--- config.mk ---
export PLATFORM = sky130hd
export DESIGN_NAME = z80_mem_arbiter
export DESIGN_NICKNAME = d
export VERILOG_FILES = /design/src/rtl/z80_bus_pkg.sv /design/src/rtl/z80_mem_arbiter.sv
export SDC_FILE = /design/constraint.sdc
export NUM_CORES = 1
export LEC_CHECK = 0
export BUFFER_PORTS_ARGS = -buffer_cell sky130_fd_sc_hd__buf_2
export CAP_MARGIN = 20
export CORE_ASPECT_RATIO = 1.5
export CORE_MARGIN = 4
export CORE_UTILIZATION = 47
export DETAILED_ROUTE_END_ITERATION = 6
export PLACE_DENSITY = 0.8
export SLEW_MARGIN = 20
export SYNTH_ARGS = -nofsm -noshare
export SYNTH_HDL_FRONTEND = slang
export SYNTH_SLANG_ARGS = --single-unit
--- constraint.sdc ---
create_clock -name clk -period 1.85 [get_ports clk]
set_input_delay 0.185 -clock clk [delete_from_list [all_inputs] [get_ports clk]]
set_output_delay 0.185 -clock clk [all_outputs]
set_load 0.02 [all_outputs]
--- src/rtl/z80_bus_pkg.sv ---
// z80_bus_pkg: shared bus types and defaults for the Z80/host RAM arbiter.
package z80_bus_pkg;
    typedef enum logic [2:0] {ST_IDLE, ST_CPU, ST_H_SETUP, ST_H_STROBE, ST_H_HOLD} state_t;
    localparam int ADDR_W_DEF        = 16;
    localparam int ACCESS_CYCLES_DEF = 3;
endpackage

--- src/rtl/z80_mem_arbiter.sv ---
// z80_mem_arbiter: shares one async SRAM between the Z80 (absolute priority) and a host loader.
module z80_mem_arbiter
    import z80_bus_pkg::*;
#(
    parameter int ACCESS_CYCLES = ACCESS_CYCLES_DEF,
    parameter int ADDR_W        = ADDR_W_DEF
) (
    input  logic              clk,
    input  logic              rst,
    input  logic              cpu_mreq_n,
    input  logic              cpu_rd_n,
    input  logic              cpu_wr_n,
    input  logic [ADDR_W-1:0] cpu_addr,
    input  logic              host_req,
    input  logic              host_we,
    input  logic [ADDR_W-1:0] host_addr,
    input  logic [7:0]        host_wdata,
    output logic              host_ack,
    output logic [7:0]        host_rdata,
    output logic              ram_cs_n,
    output logic              ram_oe_n,
    output logic              ram_we_n,
    output logic [ADDR_W-1:0] ram_addr,
    output logic [7:0]        ram_wdata,
    output logic              ram_wdata_oe,
    input  logic [7:0]        ram_rdata,
    output logic              cpu_owner
);
    state_t            state_q, state_d;
    logic [3:0]        cnt_q, cnt_d;
    logic              hwe_q, hwe_d;
    logic              cs_q, cs_d, oe_q, oe_d, we_q, we_d, woe_q, woe_d;
    logic              ack_q, ack_d, own_q, own_d;
    logic [ADDR_W-1:0] addr_q, addr_d;
    logic [7:0]        wdata_q, wdata_d, rdata_q, rdata_d;
    logic              cpu_active;

    assign cpu_active = !cpu_mreq_n && (!cpu_rd_n || !cpu_wr_n);

    // Next values are computed for the state being entered, so every output is a flop.
    always_comb begin
        state_d = state_q;
        cnt_d   = cnt_q;
        hwe_d   = hwe_q;
        cs_d    = cs_q;
        oe_d    = oe_q;
        we_d    = we_q;
        woe_d   = woe_q;
        own_d   = own_q;
        addr_d  = addr_q;
        wdata_d = wdata_q;
        rdata_d = rdata_q;
        ack_d   = 1'b0;
        case (state_q)
            ST_IDLE: begin
                if (cpu_active) begin
                    state_d = ST_CPU;
                    cs_d    = 1'b0;
                    addr_d  = cpu_addr;
                    oe_d    = cpu_rd_n;
                    we_d    = cpu_wr_n;
                end else if (host_req) begin
                    state_d = ST_H_SETUP;
                    cs_d    = 1'b0;
                    addr_d  = host_addr;
                    wdata_d = host_wdata;
                    hwe_d   = host_we;
                    woe_d   = host_we;
                    own_d   = 1'b0;
                    cnt_d   = 4'(ACCESS_CYCLES);
                end
            end
            ST_CPU: begin
                state_d = (cpu_rd_n && cpu_wr_n) ? ST_IDLE : ST_CPU;
                cs_d    = cpu_rd_n && cpu_wr_n;
                addr_d  = cpu_addr;
                oe_d    = cpu_rd_n;
                we_d    = cpu_wr_n;
            end
            ST_H_SETUP: begin
                state_d = ST_H_STROBE;
                oe_d    = hwe_q;
                we_d    = !hwe_q;
            end
            ST_H_STROBE: begin
                cnt_d = cnt_q - 4'd1;
                if (cnt_q == 4'd1) begin
                    state_d = ST_H_HOLD;
                    oe_d    = 1'b1;
                    we_d    = 1'b1;
                    ack_d   = 1'b1;
                    rdata_d = hwe_q ? rdata_q : ram_rdata;
                end
            end
            ST_H_HOLD: begin
                state_d = ST_IDLE;
                cs_d    = 1'b1;
                woe_d   = 1'b0;
                own_d   = 1'b1;
            end
            default: begin
                state_d = ST_IDLE;
                cs_d    = 1'b1;
                oe_d    = 1'b1;
                we_d    = 1'b1;
                woe_d   = 1'b0;
                own_d   = 1'b1;
            end
        endcase
    end

    always_ff @(posedge clk or posedge rst) begin
        if (rst) begin
            state_q <= ST_IDLE;
            cnt_q   <= '0;
            hwe_q   <= 1'b0;
            cs_q    <= 1'b1;
            oe_q    <= 1'b1;
            we_q    <= 1'b1;
            woe_q   <= 1'b0;
            own_q   <= 1'b1;
            ack_q   <= 1'b0;
            addr_q  <= '0;
            wdata_q <= '0;
            rdata_q <= '0;
        end else begin
            state_q <= state_d;
            cnt_q   <= cnt_d;
            hwe_q   <= hwe_d;
            cs_q    <= cs_d;
            oe_q    <= oe_d;
            we_q    <= we_d;
            woe_q   <= woe_d;
            own_q   <= own_d;
            ack_q   <= ack_d;
            addr_q  <= addr_d;
            wdata_q <= wdata_d;
            rdata_q <= rdata_d;
        end
    end

    assign host_ack     = ack_q;
    assign host_rdata   = rdata_q;
    assign ram_cs_n     = cs_q;
    assign ram_oe_n     = oe_q;
    assign ram_we_n     = we_q;
    assign ram_addr     = addr_q;
    assign ram_wdata    = wdata_q;
    assign ram_wdata_oe = woe_q;
    assign cpu_owner    = own_q;
endmodule
[Word level (Yosys, flattened, before mapping)]
Index checks and enable logic that the tools add are counted.
Storage, ports and cells
  register bits after elaboration: 46
  memories: 0
  logic and storage cells: 74
  RAM bits: 0
  latch bits: 0
  output and inout bits: 38
  bits in read-only memories: 0
Operators by class
  bitwise operators: 5
  shift-type cells: 0
  add/sub/neg operators: 1
  div/mod/pow operators: 0
  $lt $le $gt $ge: 0
  reduce and logical (&&, ||, !) cells: 20
  muxes and demuxes: 26
  multiply operators: 0
  equality and inequality tests: 10
Operators by type and width (count)
  two-way mux 16 bit: 2
  case mux 16 bit (2 select lines): 1
  AND reduction 3 bit: 5
  case mux 3 bit (4 select lines): 1
  two-way mux 1 bit: 11
  case mux 1 bit (5 select lines): 2
  two-way mux 3 bit: 3
  two-way mux 4 bit: 2
  != test 2 bit (second input constant): 4
  case mux 4 bit (2 select lines): 1
  == test 3 x 2 -> 1 bit (second input constant): 2
  AND reduction 2 bit: 3
  NOT 1 bit: 5
  == test 4 x 1 -> 1 bit (second input constant): 1
  zero test 1 bit: 4
  case mux 1 bit (2 select lines): 2
  nonzero test 2 bit: 2
  subtractor 4 x 1 -> 4 bit (second input constant): 1
  == test 3 x 1 -> 1 bit (second input constant): 1
  == test 3 bit (second input constant): 1
  zero test 3 bit: 1
  != test 3 bit (second input constant): 1
  case mux 1 bit (3 select lines): 1
  OR reduction 3 bit: 1
  3 further kinds: 4

[Depth between registers and ports, before layout]
Gate-level depths: netlist of run 1.
  depth after elaboration: 5
  depth in mapped cells: 6

[Worst setup path after synthesis of run 1]
OpenSTA, ideal clock, no wires.
  path type: register -> register
  start point: register state_q[2]
  end point: register rdata_q[0], in the netlist host_rdata[0]
  setup time: 125 ps
  stages on the path, launching flop included: 6
  arrival time: 1436 ps
  period minus slack after synthesis: 1561 ps
  setup slack: 289 ps
  data required time: 1725 ps
  buffers on the path: 1
  cell sequence: dfrtp_1 nand4bb_1 nor3b_2 nor2b_1 buf_4 mux2_2
Between the ends
  cells in the longest elaborated chain, start to end: 2
RTL lines
  from (decl): RTL line z80_mem_arbiter.sv:29  | state_t state_q, state_d;
  from (signal assigned): RTL line z80_mem_arbiter.sv:127  | state_q <= state_d;
  == test 3 x 2 -> 1 bit: RTL line z80_mem_arbiter.sv:54  | case (state_q)
  AND reduction 3 bit (no source line)
  to (signal assigned): RTL line z80_mem_arbiter.sv:138  | rdata_q <= rdata_d;
  to (decl): RTL line z80_mem_arbiter.sv:35  | logic [7:0] wdata_q, wdata_d, rdata_q, rdata_d;
No other way between the ends.
A chain may end at the register's enable or synchronous reset.

[Worst setup path in the final report of run 1]
  start point: register cnt_q[2]
  end point: register rdata_q[0], in the netlist host_rdata[0]
Between the ends
  cells in the longest elaborated chain, start to end: 2
RTL lines
  from (decl): RTL line z80_mem_arbiter.sv:30  | logic [3:0] cnt_q, cnt_d;
  from (signal assigned): RTL line z80_mem_arbiter.sv:128  | cnt_q <= cnt_d;
  == test 4 x 1 -> 1 bit: RTL line z80_mem_arbiter.sv:87  | if (cnt_q == 4'd1) begin
  AND reduction 3 bit (no source line)
No other way between the ends.

==> qor.txt, run 1 <==
CTS tree = done
First-pass GRT wire length = 8728 um
Startpoint types = flip-flop
Worst slew pin tran = 0.6136 ns
Fin. Hold Viols = 0
DP Wirelength = 3982 um
Syn Std Cell Area = 2100 sq um
Share of the yosys chip area belonging to registers = 55.07%
Minimum clock period = 1.654 ns
Yosys Warn Count = 0
CP peak stage delay = 0.41 ns
Reg2Reg Depth = 5
Rows = 29
TritonCTS buffer count = 5
Yosys cell types = 34
I/O Pins = 93
Commonest cells after routing, fill and taps aside = buf_2, dfrtp_1, o22ai_1
Post-CTS Hold Buffers = 1
Hold depth = 2
Number of global-route vias before repair = 1811
Total Wirelength = 5211 um
Clock sinks = 46
Fin. max-slew vios = 0
IR drop worst, VDD = 987.7 uV
Layout Nets = 324
Hold WC Path Type = input pin to flip-flop
Critical path required time = 2.03 ns
DP Area = 2621 sq um
Fraction of layout cells with a size suffix above 1 = 53.36%
Max clock buf depth = 2
Post-synth top area cell = dfrtp_1
H-Tree Depth = 2
Critical path buffers and inverters = 1
CP endpoint kind = flip-flop
DRT iter0 DRCs = 112
Largest net degree at the start of global routing = 19
Skew final = 0.006217 ns
Die Span X = 62.57 um
RSZ-0062 raised after global routing = no
Top-area cell type share of the netlist area = 50.06%
Final period util = 89.40%
Yosys reg bits = 46
Fmax achieved = 0.6047 GHz
Total GRT Usage = 19.48%
WS Path Type = flip-flop to flip-flop
Vias post-DR = 1730
Post-Layout Inst Area = 2738 sq um
Maxcap violations = 0
Max stage delay cell, worst path = dfrtp_1
Post-route ant nets = 0
Syn Area/Cell = 12.50 sq um
Most common cell after layout, fill and taps aside = buf_2
Vias per Instance = 5.510
Post-CTS setup buffer count = 0
Worst relative slew slack = 58.99%
Stages on worst setup path = 5
Syn_nets = 225
Area grow syn2layout = 30.39%
CTS resizes = 0
Reg clk slew, reported paths = 0.08 ns
Max FO, Critical Path = 8
Routability Congestion = 0.7529
Die area = 5622 sq um
Starting density of the core = 49.04%
Initial antenna violation count = 0
Wire per inst = 16.60 um
P_leak = 1.319 nW
Setup-failing EPs final = 0
WP data arrival = 1.84 ns
Total Neg Setup Slack = 0 ns
Area contributors post-synth = dfrtp_1, mux2_2, a2bb2oi_2, o22ai_1, dfstp_2
Root Buffer = clkbuf_8
DR DRC count = 0
IO buf count = 92
Chip height = 89.86 um
Pwr/cell area = 1866 nW/um^2
Clk_lat worst skew = 0.29 ns
Post-Syn Instances = 168
Status = finished, final reports clean
1st-pass router iterations = 5
Crit-path leading delay family = simple AND/OR/NAND/NOR gates
Worst-path cell chain = nand4bb_1 > nor3b_2 > nor2b_1 > buf_4 > mux2_2
Core Area = 4282 sq um
GRT Residual Overflow = 0
Antenna diode count = 0
==> per-layer routing <==
metal	vias to the layer above	global-route usage (%)	wire length (um)
met2	60	37.49	3035
met4	0	6.630	96
li1	819	-	-
met1	840	19.65	1791
met3	11	5.237	288
met5	-	0	0
==> metrics by stage <==
| step | setup WS, ns | power (mW) | utilization, % | std cells | hold slack, ns |
|---|---|---|---|---|---|
| 2_1_floorplan | 0.2890 | 3.636 | - | 168 | 0.3340 |
| 3_3_place_gp | 0.2500 | 4.318 | 61.22 | 305 | 0.1781 |
| 3_5_place_dp | 0.1885 | 4.403 | 61.22 | 305 | 0.1860 |
| 4_1_cts | 0.1826 | 5.134 | 63.94 | 314 | 0.1077 |
| 5_1_grt | 0.09088 | 5.433 | 63.94 | 314 | 0.1074 |
| 6_report | 0.1962 | 5.108 | 63.94 | 314 | 0.1167 |
==> power by group <==
group | switching (mW) | internal [mW] | leakage (nW)
logic | 1.41 | 1.13 | 0.736
clock network | 0.317 | 0.404 | 0.0524
registers | 0.324 | 1.52 | 0.530
total | 2.06 | 3.05 | 1.32
==> logic make-up (layout without fill, tap and decap cells) <==
group / after synthesis / after routing / share of synthesized area, %
buffers and inverters: 17 / 117 / 4.112
multiplexers: 17 / 17 / 9.058
AND/OR/NAND/NOR: 27 / 27 / 7.747
adder cells (fa/ha/maj): 2 / 2 / 1.192
flip-flops: 46 / 46 / 55.07
AO/OA/AOI/OAI: 59 / 59 / 22.82
==> path summary, 6_finish.rpt <==
path                                from            end  slack [ns]
min                        host_wdata[4]   ram_wdata[4]        0.12
min in group asynchronous            rst  host_rdata[7]        0.41
max                             cnt_q[2]  host_rdata[0]        0.20
max in group asynchronous            rst       ram_oe_n        0.83
max reg2reg                     cnt_q[2]  host_rdata[0]        0.20
min reg2reg                 ram_wdata[5]   ram_wdata[5]        0.50
==> synth_stat cells, drive strengths merged <==
cell type	n
dfrtp	42
o22ai	19
a2bb2oi	18
mux2	16
o21ai	9
inv	8
a21oi	7
buf	6
nand2	6
dfstp	4
nand3	4
nor2	4
clkbuf	3
nor3b	3
a21o	2
ha	2
nand2b	2
nor2b	2
or3	2
a21boi	1
a221o	1
a31o	1
and2	1
mux2i	1
nand3b	1
nand4bb	1
nor3	1
o31ai	1
==> worst register-to-register path, cell delays in order, from the launching register on <==
cell and delay [ns]:
dfrtp_1 0.41, nand4bb_1 0.24, nor3b_2 0.22, nor2b_1 0.15, buf_4 0.17, mux2_2 0.35
==> final cells by class <==
cell class | count | area [sq um]
Multi-Input combinational cell | 105 | 857.1
Inverter | 8 | 30.03
Sequential cell | 46 | 1156
Tap cell | 46 | 57.56
Clock inverter | 1 | 30.03
Clock buffer | 7 | 76.32
Fill cell | 325 | 1544
Timing Repair Buffer | 101 | 530.5
==> registers in the layout (all words and copies together) (netlist names) <==
name and cells:
ram_we_n 1, host_rdata 8, cpu_owner 1, hwe_q 1, ram_wdata 8, ram_wdata_oe 1
host_ack 1, cnt_q 4, ram_cs_n 1, ram_addr 16, ram_oe_n 1, state_q 3
Power figures use the tool's default switching activity.
==> run 2: changes to the inputs <==
Settings changed: ABC_AREA from default to 1, CORE_UTILIZATION 47 to 43, PLACE_DENSITY 0.8 to 0.75.
Clock period 1.85 ns to 1.39 ns, I/O delays scaled along.
==> qor.txt, run 2 <==
Status = finished, final reports clean
Post-synth top area cell = dfrtp_1
Max stage delay cell, worst path = dfrtp_2
Reg area = 1160 sq um
CP endpoint kind = flip-flop
Root Buffer = clkbuf_8
DP Area = 2888 sq um
Syn_nets = 350
1st-pass router iterations = 4
Max FO, Critical Path = 6
RSZ-0062 raised after global routing = yes
Reg2Reg Depth = 6
DP Wirelength = 4149 um
WS Path Type = flip-flop to flip-flop
Worst relative slew slack = 79.76%
Worst Setup SP = state_q[2]
CP peak stage delay = 0.44 ns
Inst Count DP = 455
Stages on worst setup path = 6
P_leak = 1.796 nW
H-Tree Depth = 2
Post-synth top flop = dfrtp_1
Worst hold start = host_wdata[2]
Fin. max-slew vios = 0
Initial antenna violation count = 0
Vias post-DR = 2238
Starting density of the core = 44.40%
Chip height = 97.45 um
Vias per Instance = 4.762
TritonCTS buffer count = 5
Multi-input gate area = 1102 sq um
IO buf count = 92
Reg2reg end = ram_addr[15]
Top-area cell type share of the netlist area = 45.83%
Number of global-route vias before repair = 2035
Cell Count, Final, Fillers Out = 470
CTS tree = done
Post-Syn Instances = 293
Total Neg Setup Slack = 0 ns
Post-Layout Inst Area = 3148 sq um
Setup crit end = ram_addr[15]
Asr flop ratio synth = 100.0%
Number of synthesized flops with an enable pin = 0
Area grow syn2layout = 37.26%
Syn Area/Cell = 7.827 sq um
Total GRT Usage = 16.91%
Skew final = 0.007503 ns
Antenna diode count = 0
First-pass GRT wire length = 8783 um
Top-count cell post-synth = nand2_1
Maxcap violations = 0
Hold WC Path Type = input pin to flip-flop
Max clock buf depth = 2
Yosys cell types = 21
Worst slew pin tran = 0.3027 ns
Final period util = 97.90%
Yosys reg bits = 46
Rows = 32
Crit-path leading delay family = simple AND/OR/NAND/NOR gates
Most common cell after layout, fill and taps aside = nand2_1
Critical path buffers and inverters = 2
Syn Std Cell Area = 2293 sq um
GRT Residual Overflow = 0
Worst r2r src = state_q[2]
Fmax achieved = 0.7349 GHz
FF-to-FF setup slack = 0.03 ns
Setup-failing EPs final = 0
Wire per inst = 12.13 um
Pwr/cell area = 2341 nW/um^2
Die area = 6590 sq um
Fin. Hold Viols = 0
# fillers = 449
Largest net degree at the start of global routing = 47
Clk_lat worst skew = 0.29 ns
Yosys Warn Count = 0
Post-route ant nets = 0
Fraction of layout cells with a size suffix above 1 = 38.81%
WP data arrival = 1.55 ns
Core Area = 5165 sq um
Reg clk slew, reported paths = 0.08 ns
Total Wirelength = 5701 um
Routability Congestion = 0.8728
Max reg flops = 16
Area contributors post-synth = dfrtp_1, nand2_1, nand3_1, dfstp_2, inv_1
IR drop worst, VDD = 1538 uV
Clock sinks = 46
Layout Nets = 458
Worst-path cell chain = buf_12 > nor3_4 > nand2_4 > clkbuf_16 > nand3_2 > nand2_1
I/O Pins = 93
Post-synth top cells = nand2_1, nand3_1, dfrtp_1, inv_1
Fin util = 60.95%
Die Span X = 67.63 um
DRT iter0 DRCs = 97
Startpoint types = flip-flop
Commonest cells after routing, fill and taps aside = nand2_1, buf_2, dfrtp_1
Critical path required time = 1.58 ns
DR DRC count = 0
Minimum clock period = 1.361 ns
Share of the yosys chip area belonging to registers = 50.41%
-- run 2: cell count changes in the layout (fill, tap and decap cells not counted), moves of 8 or more --
cell / previous run / this run
nand2_1: 6 / 145
nand3_1: 3 / 37
o22ai_1: 19 / 0
mux2_2: 16 / 0
a2bb2oi_2: 10 / 0
nand3_2: 1 / 11
a2bb2oi_1: 8 / 0
-- run 2: area by class of cell --
class | instances | area share (%)
tap | 68 | 2.703
inverter | 14 | 1.669
sequential | 46 | 36.84
timing repair buffer | 111 | 21.22
multi-input combinational | 223 | 35.02
clock buffer | 8 | 2.544
-- run 2: routing by layer --
layer  global-route usage (%)  part of all wire [%]
met5                        0                     0
met4                    4.688                   1.5
met3                    4.167                   7.8
met2                    30.53                    52
met1                    18.85                    39
-- run 2: report_power, final --
group	internal (mW)	leakage [nW]	switching, mW
Combinational	1.58	1.21	2.57
Sequential	2.02	0.550	0.419
Clock	0.358	0.0395	0.413
-- run 2: cell families after synthesis --
| kind of cell | synth area share [%] |
|---|---|
| adder cells (fa/ha/maj) | 1.091 |
| buffers and inverters | 5.183 |
| AND/OR/NAND/NOR | 42.44 |
| AO/OA/AOI/OAI | 0.8725 |
| flip-flops | 50.41 |
-- run 2: repair_timing --
action / CTS / global route
cloned: 0 / 1
pin swaps: 1 / 8
hold buffers: 1 / 0
endpoints found under the setup margin: 8 / 38
resized for setup: 1 / 22
buffers inserted: 1 / 4
endpoints found under the hold margin: 42 / 0
-- run 2: how the worst min path moves through the flow --
stage,cells after the start,slack (ns),to
6_report,3,0.04,ram_wdata[2]
5_1_grt,3,0.04,ram_wdata[4]
4_1_cts,3,0.03,ram_wdata[0]
3_5_place_dp,3,0.19,ram_wdata[5]
3_3_place_gp,3,0.19,ram_wdata[6]
2_1_floorplan,2,0.25,host_rdata[0]
-- run 2: stage by stage --
stage | setup WS (ns) | total power [mW] | hold WS [ns]
final | 0.02922 | 7.370 | 0.03962
after global routing | -0.05119 | 7.978 | 0.04303
after CTS | 0.002226 | 7.029 | 0.02804
after detailed placement | -0.01590 | 6.213 | 0.1948
after global placement | 0.04138 | 6.119 | 0.1897
after floorplan | 0.09409 | 5.047 | 0.2486
-- run 2: worst register-to-register path, stage by stage (launching register included) --
cell	delay, ns
dfrtp_2	0.44
buf_12	0.14
nor3_4	0.22
nand2_4	0.17
clkbuf_16	0.20
nand3_2	0.05
nand2_1	0.05
==> run 3: changes to the inputs <==
Settings changed: PLACE_DENSITY 0.75 to 0.84.
==> qor.txt, run 3 (synthesis gave the netlist of run 2 again) <==
Max reg flops = 16
Antenna diode count = 0
Max clock buf depth = 2
Pre-CTS setup slack = -0.04046 ns
DP Wirelength = 4360 um
1st-pass router iterations = 4
Clock sinks = 46
DR DRC count = 0
Starting density of the core = 44.40%
Routability Congestion = 0.8426
Fin. max-slew vios = 0
Minimum clock period = 1.355 ns
Clk_lat worst skew = 0.29 ns
Fmax achieved = 0.7383 GHz
P_leak = 1.782 nW
WP data arrival = 1.54 ns
Worst hold margin = 0.03876 ns
IO buf count = 92
IR drop worst, VDD = 1340 uV
I/O Pins = 93
Vias per Instance = 4.827
Final worst slack = 0.03546 ns
CP endpoint kind = flip-flop
Total Wirelength = 5732 um
Pwr/cell area = 2325 nW/um^2
RSZ-0062 raised after global routing = yes
Root Buffer = clkbuf_8
Number of global-route vias before repair = 2077
Maxcap violations = 0
Setup-failing EPs final = 0
First-pass GRT wire length = 9121 um
Most common cell after layout, fill and taps aside = nand2_1
TritonCTS buffer count = 5
Core Area = 5165 sq um
Critical path required time = 1.57 ns
CTS tree = done
Hold WC Path Type = input pin to flip-flop
WS Path Type = flip-flop to flip-flop
DRT iter0 DRCs = 103
Max FO, Critical Path = 16
Reg clk slew, reported paths = 0.08 ns
Post-route ant nets = 0
# fillers = 473
GRT Residual Overflow = 0
Startpoint types = flip-flop
Total GRT Usage = 17.68%
Fraction of layout cells with a size suffix above 1 = 36.91%
Skew final = 0.006943 ns
Die Span X = 67.63 um
Area grow syn2layout = 35.24%
Fin. Hold Viols = 0
Initial antenna violation count = 0
Status = finished, final reports clean
Wire per inst = 12.22 um
H-Tree Depth = 2
Vias post-DR = 2264
Worst slew pin tran = 0.3882 ns
Commonest cells after routing, fill and taps aside = nand2_1, buf_2, nand3_1
Chip height = 97.45 um
Layout Nets = 457
Worst relative slew slack = 74.08%
Largest net degree at the start of global routing = 31
Rows = 32
Final period util = 97.45%
Die area = 6590 sq um
run 3: worst paths after layout:
| kind | startpoint | to | slack [ns] | depth (start not counted) |
|---|---|---|---|---|
| min | ram_rdata[1] | host_rdata[1] | 0.04 | 3 |
| min reg2reg | ram_cs_n | ram_cs_n | 0.47 | 2 |
| min in group asynchronous | rst | ram_addr[6] | 0.37 | 3 |
| max in group asynchronous | rst | cpu_owner | 0.46 | 4 |
| max reg2reg | state_q[2] | ram_addr[5] | 0.04 | 7 |
| max | state_q[2] | ram_addr[5] | 0.04 | 7 |
run 3: what timing repair did:
item | CTS | global route
pin swaps | 1 | 5
buffers inserted | 2 | 3
endpoints found under the hold margin | 16 | 0
gates resized for setup | 2 | 17
endpoints found under the setup margin | 9 | 37
hold buffers | 1 | 0
run 3: per-layer routing:
| metal | GRT usage (%) | routed length [um] |
|---|---|---|
| met2 | 30.68 | 2922 |
| met3 | 4.630 | 449 |
| met1 | 20.51 | 2277 |
| met4 | 5.469 | 82 |
| met5 | 0 | 0 |
run 3: area by class of cell:
type | instances | area, sq um | area share (%)
Inverter | 14 | 55.05 | 1.775
Multi-Input combinational cell | 223 | 1064 | 34.29
Clock buffer | 6 | 72.57 | 2.340
Sequential cell | 46 | 1160 | 37.39
Timing Repair Buffer | 110 | 655.6 | 21.14
Clock inverter | 2 | 10.01 | 0.3227
Tap cell | 68 | 85.08 | 2.743
run 3: where the power goes:
part	switching [mW]	total, mW	internal (mW)
sequential	0.422	2.44	2.02
clock	0.411	0.760	0.348
combinational	2.51	4.01	1.50
total	3.34	7.21	3.87
run 3: worst max-delay path, stage by stage, from the launching register on:
cell     delay (ns)
dfrtp_2        0.45
buf_12         0.14
nor3_4         0.17
buf_6          0.15
nand2_4        0.07
buf_12         0.15
nand3_1        0.07
nand2_1        0.06
run 3: stage by stage:
| step | instance area (sq um) | cells | util, % | total power [mW] | TNS [ns] |
|---|---|---|---|---|---|
| 5_1_grt | 3102 | 469 | 60.05 | 7.795 | -0.2879 |
| 3_3_place_gp | 2888 | 455 | 55.91 | 6.115 | 0 |
| 6_report | 3102 | 469 | 60.05 | 7.212 | 0 |
| 4_1_cts | 3014 | 466 | 58.36 | 7.065 | 0 |
| 3_5_place_dp | 2888 | 455 | 55.91 | 6.240 | -0.1923 |
| 2_1_floorplan | 2293 | 293 | - | 5.047 | 0 |
